### src/rtl/sdram_refresh.sv
// sdram_refresh: periodic SDRAM auto-refresh scheduler.
// Counts the refresh interval, requests the bus, then issues PALL + REF burst.
module sdram_refresh #(
  parameter int clock_frequency_mhz    = 100,
  parameter int refresh_interval_cycle = 781,
  parameter int tRP_cycle              = 3,
  parameter int tRC_cycle              = 9,
  parameter int max_pending            = 8
) (
  input  logic        clock,
  input  logic        reset,
  input  logic        initiated,
  output logic        refresh_request,
  input  logic        refresh_grant,
  output logic        refresh_busy,
  output logic        refresh_done,
  output logic        refresh_overflow,
  output logic [3:0]  pending_count,
  output logic [12:0] DRAM_ADDR,
  output logic [1:0]  DRAM_BA,
  output logic        DRAM_CKE,
  output logic        DRAM_CS_N,
  output logic        DRAM_RAS_N,
  output logic        DRAM_CAS_N,
  output logic        DRAM_WE_N
);

  if (clock_frequency_mhz < 1 || tRP_cycle < 1 || tRC_cycle < 1 ||
      max_pending < 1 || max_pending > 15 ||
      refresh_interval_cycle < 1) begin : g_param_check
    $error("sdram_refresh: illegal parameter value");
  end

  typedef enum logic [2:0] {
    S_IDLE,
    S_REQUEST,
    S_PRECHARGE,
    S_WAIT_TRP,
    S_REFRESH,
    S_WAIT_TRC,
    S_DONE
  } state_t;

  localparam logic [15:0] IV_LAST  = 16'(refresh_interval_cycle - 1);
  localparam logic [15:0] TRP_LAST = 16'(tRP_cycle - 2);
  localparam logic [15:0] TRC_LAST = 16'(tRC_cycle - 2);
  localparam logic [3:0]  PEND_MAX = 4'(max_pending);

  // {CS_N, RAS_N, CAS_N, WE_N}
  localparam logic [3:0] CMD_NOP  = 4'b0111;
  localparam logic [3:0] CMD_PALL = 4'b0010;
  localparam logic [3:0] CMD_REF  = 4'b0001;

  state_t      r_state;
  state_t      w_state_nx;
  logic [15:0] r_interval;
  logic [15:0] w_interval_nx;
  logic [15:0] r_wait;
  logic [15:0] w_wait_nx;
  logic [3:0]  r_pending;
  logic [3:0]  w_pending_nx;
  logic        r_overflow;
  logic        w_overflow_nx;
  logic        r_grant;
  logic        r_request;
  logic        r_busy;
  logic        r_done;
  logic        r_a10;
  logic [3:0]  r_cmd;
  logic        w_tick;
  logic        w_pall;
  logic        w_ref;
  logic        w_busy_nx;

  always_comb begin
    w_tick        = initiated && (r_interval == IV_LAST);
    w_interval_nx = (initiated && !w_tick) ? r_interval + 16'd1 : 16'd0;
    w_state_nx    = r_state;
    unique case (r_state)
      S_IDLE: begin
        if (r_pending != 4'd0) w_state_nx = S_REQUEST;
      end
      S_REQUEST: begin
        if (r_grant) w_state_nx = S_PRECHARGE;
      end
      S_PRECHARGE: begin
        w_state_nx = (tRP_cycle == 1) ? S_REFRESH : S_WAIT_TRP;
      end
      S_WAIT_TRP: begin
        if (r_wait == TRP_LAST) w_state_nx = S_REFRESH;
      end
      S_REFRESH: begin
        if (tRC_cycle > 1)
          w_state_nx = S_WAIT_TRC;
        else
          w_state_nx = (r_pending != 4'd0) ? S_REFRESH : S_DONE;
      end
      S_WAIT_TRC: begin
        if (r_wait == TRC_LAST)
          w_state_nx = (r_pending != 4'd0) ? S_REFRESH : S_DONE;
      end
      S_DONE: begin
        w_state_nx = S_IDLE;
      end
      default: begin
        w_state_nx = S_IDLE;
      end
    endcase

    w_wait_nx = (w_state_nx == r_state) ? r_wait + 16'd1 : 16'd0;
    w_pall    = (w_state_nx == S_PRECHARGE);
    w_ref     = (w_state_nx == S_REFRESH);
    w_busy_nx = w_state_nx inside
                {S_PRECHARGE, S_WAIT_TRP, S_REFRESH, S_WAIT_TRC};

    // A tick arriving on a REF edge cancels out.
    w_pending_nx  = r_pending;
    w_overflow_nx = r_overflow;
    unique case ({w_tick, w_ref})
      2'b10: begin
        if (r_pending == PEND_MAX) w_overflow_nx = 1'b1;
        else w_pending_nx = r_pending + 4'd1;
      end
      2'b01: begin
        w_pending_nx = r_pending - 4'd1;
      end
      default: begin
        w_pending_nx = r_pending;
      end
    endcase
  end

  always_ff @(posedge clock) begin
    if (reset) begin
      r_state    <= S_IDLE;
      r_interval <= 16'd0;
      r_wait     <= 16'd0;
      r_pending  <= 4'd0;
      r_overflow <= 1'b0;
      r_grant    <= 1'b0;
      r_request  <= 1'b0;
      r_busy     <= 1'b0;
      r_done     <= 1'b0;
      r_a10      <= 1'b0;
      r_cmd      <= CMD_NOP;
    end else begin
      r_state    <= w_state_nx;
      r_interval <= w_interval_nx;
      r_wait     <= w_wait_nx;
      r_pending  <= w_pending_nx;
      r_overflow <= w_overflow_nx;
      r_grant    <= refresh_grant && r_request;
      r_request  <= (w_state_nx == S_REQUEST);
      r_busy     <= w_busy_nx;
      r_done     <= (w_state_nx == S_DONE);
      r_a10      <= w_pall;
      r_cmd      <= w_pall ? CMD_PALL : (w_ref ? CMD_REF : CMD_NOP);
    end
  end

  assign refresh_request  = r_request;
  assign refresh_busy     = r_busy;
  assign refresh_done     = r_done;
  assign refresh_overflow = r_overflow;
  assign pending_count    = r_pending;
  assign DRAM_ADDR        = {2'b00, r_a10, 10'd0};
  assign DRAM_BA          = 2'b00;
  assign DRAM_CKE         = 1'b1;
  assign DRAM_CS_N        = r_cmd[3];
  assign DRAM_RAS_N       = r_cmd[2];
  assign DRAM_CAS_N       = r_cmd[1];
  assign DRAM_WE_N        = r_cmd[0];

endmodule

### config.mk
export PLATFORM = sky130hd
export DESIGN_NAME = sdram_refresh
export DESIGN_NICKNAME = d
export VERILOG_FILES = /design/src/rtl/sdram_refresh.sv
export SDC_FILE = /design/constraint.sdc
export NUM_CORES = 1
export LEC_CHECK = 0
export BUFFER_PORTS_ARGS = -buffer_cell sky130_fd_sc_hd__buf_2
export CAP_MARGIN = 20
export CORE_MARGIN = 2
export CORE_UTILIZATION = 45
export CTS_CLUSTER_SIZE = 8
export DETAILED_ROUTE_END_ITERATION = 7
export HOLD_SLACK_MARGIN = 0.12
export PLACE_DENSITY = 0.73
export SYNTH_ARGS = -nofsm -noshare
export SYNTH_HDL_FRONTEND = slang
export SYNTH_SLANG_ARGS = --single-unit
### constraint.sdc
create_clock -name clock -period 9.6 [get_ports clock]
set_input_delay 1.44 -clock clock [delete_from_list [all_inputs] [get_ports clock]]
set_output_delay 1.44 -clock clock [all_outputs]
set_load 0.01 [all_outputs]
==> results.json <==
{
  "die_w_um": 79.44,
  "final_design_area_no_fill_um2": 2694,
  "ys_warn_count": 0,
  "overflow": 0,
  "grt_pass1_vias": 1786,
  "cts_sinks": 48,
  "yosys_register_bits": 48,
  "hp-start": "refresh_request",
  "dr.pass1.iters": 4,
  "fin_util_pct": 48.92,
  "cts_resized": 0,
  "setup_tns_ns": 0,
  "ant_nets": 0,
  "rsz0062_at_grt": "false",
  "antenna_found_initial": 0,
  "hold_path_class": "register to register",
  "area_delta_synth_final_pct": 5.178,
  "setup_viol": 0,
  "skew_ns": 0.006248,
  "drt_iter0_markers": 80,
  "tightest_slew_ns": 0.6840,
  "num_io_pins": 32,
  "synth_common_cells": "dfxtp_1, nor2_1, buf_4, nand2_1, nand3_1",
  "hold_depth": 2,
  "vias": 1936,
  "totalWireLength_um": 4462,
  "finalPower_uw": 360.6,
  "wl_per_cell_um": 11.93,
  "whs_endpoint": "r_grant",
  "post_drt_via_cell_ratio": 5.176,
  "gp_congestion": 0.8100,
  "status": "finished, final reports clean",
  "synth_top_area_share_pct": 37.52,
  "path_delay_family": "simple AND/OR/NAND/NOR gates",
  "ctsHoldBuffers": 0,
  "ys.flop_type": "dfxtp_1",
  "clk_pin_slew_ns": 0.09,
  "drv_cap": 0,
  "clkLatencyLatePin_ns": 0.30,
  "core.rowCount": 27,
  "r2r_end": "pending_count[3]",
  "power_density_nw_per_um2": 133.9,
  "worst_ep_required_time_ns": 9.79,
  "slowest_delay_ns": 0.43,
  "syn_inst": 291,
  "cts_tree": "done",
  "dpl.hpwl_um": 3268,
  "nets": 312,
  "critPathMaxFanout": 7,
  "start_kind": "register",
  "h-tree-depth": 2,
  "ys_async_sr_fraction_pct": 0,
  "maxSlewViolCount": 0,
  "synth-edff-count": 0,
  "drive_gt1_share_pct": 12.91,
  "slew_headroom_pct": 54.26,
  "die_h_um": 79.44,
  "avgSynthCellArea_um2": 8.801,
  "grt_pass1_wl_um": 7935,
  "critPathSlowestCell": "or4b_1",
  "synth-seq-area-share_pct": 37.52,
  "die-area_um2": 6311,
  "start_util_pct": 46.51,
  "clk_path_buf_depth": 2,
  "worst-path-buf-inv": 1,
  "path_cells": "inv_1 > ha_1 > or4b_1 > nor4_1 > nand2_1 > and4_4 > ha_1 > a21oi_1 > nand2_1 > nand3_1 > a2bb2o_4 > a311oi_2 > mux2_1",
  "power_leakage_uw": 0.001038,
  "end_kind": "register",
  "synth_cell_types": 58,
  "portBuffers": 15,
  "diodes": 0,
  "hold_violations": 0,
  "post_cts_buffers": 0,
  "drc": 0,
  "timing.final.crit_period_ns": 3.389,
  "postPlaceCellArea_um2": 2586,
  "arrival_ns": 3.58,
  "clock.fmax_ghz": 0.2951,
  "period_share_pct": 35.30,
  "r2r_slack_ns": 6.21,
  "r2r_cells": 13,
  "synthTopCellsByArea": "dfxtp_1, nor2_1, xor2_1",
  "synth_area_um2": 2561,
  "irDropWorstVdd_v": 0.00005155,
  "critical_path_class": "register to register",
  "reg2reg_from": "r_interval[0]",
  "grt_max_degree": 21,
  "track_usage_pct": 15.67,
  "root_buffer": "clkbuf_8",
  "yosysTopAreaCell": "dfxtp_1",
  "core_area_um2": 5507,
  "cts_made_buffers": 5
}
[cell families after synthesis]
family	after synthesis	synth area share, %
adder cells (fa/ha/maj)	7	3.713
AO/OA/AOI/OAI	25	8.403
buffers and inverters	38	9.282
other	2	0.2932
flip-flops	48	37.52
XOR/XNOR	29	9.917
multiplexers	2	0.8305
AND/OR/NAND/NOR	140	30.04
[registers in the layout, summed over array words and instances, names as in the netlist]
register          flops
r_interval           16
pending_count         4
refresh_busy          1
r_cmd                 3
r_wait               16
r_state               3
r_grant               1
refresh_done          1
refresh_request       1
r_a10                 1
refresh_overflow      1
[layer usage]
metal	track usage [%]	vias to the layer above	wire (µm)
met3	3.054	4	156
met5	0	-	0
li1	-	986	-
met1	20.60	909	2146
met4	5.690	0	82
met2	25.46	37	2076
[worst max-delay path by stage]
stage                             endpoint           from  cells past startpoint
after floorplan           pending_count[3]      initiated                     10
after global placement    pending_count[3]      initiated                     10
after detailed placement  pending_count[3]      initiated                     10
after CTS                 pending_count[3]  r_interval[0]                     13
after global routing      pending_count[3]  r_interval[0]                     13
final                     pending_count[3]  r_interval[0]                     13
[metrics by stage]
stage	cells	hold slack (ns)	setup WS, ns
floorplan	305	0.4334	6.260
global placement	366	0.4433	6.146
detailed placement	366	0.4519	6.098
CTS	374	0.4609	6.225
global route	374	0.4598	5.938
finish	374	0.4498	6.211
[cell usage in the layout, fill, tap and decap left out, types with 2 or more instances in the layout]
cell | synthesis | routed
nand4_1 | 6 | 6
dfxtp_1 | 48 | 48
nor2_1 | 48 | 48
inv_1 | 11 | 11
o2bb2ai_1 | 2 | 2
nor2b_1 | 5 | 5
a31oi_1 | 2 | 2
and3_1 | 9 | 9
conb_1 | 2 | 16
o21ai_1 | 4 | 4
xor2_1 | 16 | 16
nor4_1 | 4 | 4
a21oi_1 | 6 | 6
and4_1 | 2 | 2
nand2_1 | 18 | 18
nand3_1 | 17 | 17
nand4b_1 | 2 | 2
nor3_1 | 8 | 8
buf_2 | 2 | 15
nand2b_1 | 2 | 2
nor4_4 | 2 | 2
xnor2_1 | 13 | 13
or4_1 | 2 | 2
clkbuf_8 | 1 | 5
ha_1 | 6 | 6
[report_power, final]
part / total (µW) / internal [µW] / switching, µW
Clock: 145 / 77.4 / 68.1
Sequential: 202 / 200 / 1.77
Combinational: 12.9 / 3.85 / 9.05
[tightest hold or removal path: stages, from the launching register on]
cell and delay (ns):
dfxtp_1 0.33, nand2_1 0.06, nor2_1 0.03
[layout make-up]
type | count | area [µm²]
Fill cell | 504 | 2813
Multi-Input combinational cell | 219 | 1415
Sequential cell | 48 | 960.9
Tap cell | 72 | 90.09
Timing Repair Buffer | 15 | 75.07
Clock buffer | 6 | 72.57
Inverter | 12 | 45.04
Clock inverter | 2 | 35.03
Note: power is estimated with default switching activity, not from simulation.
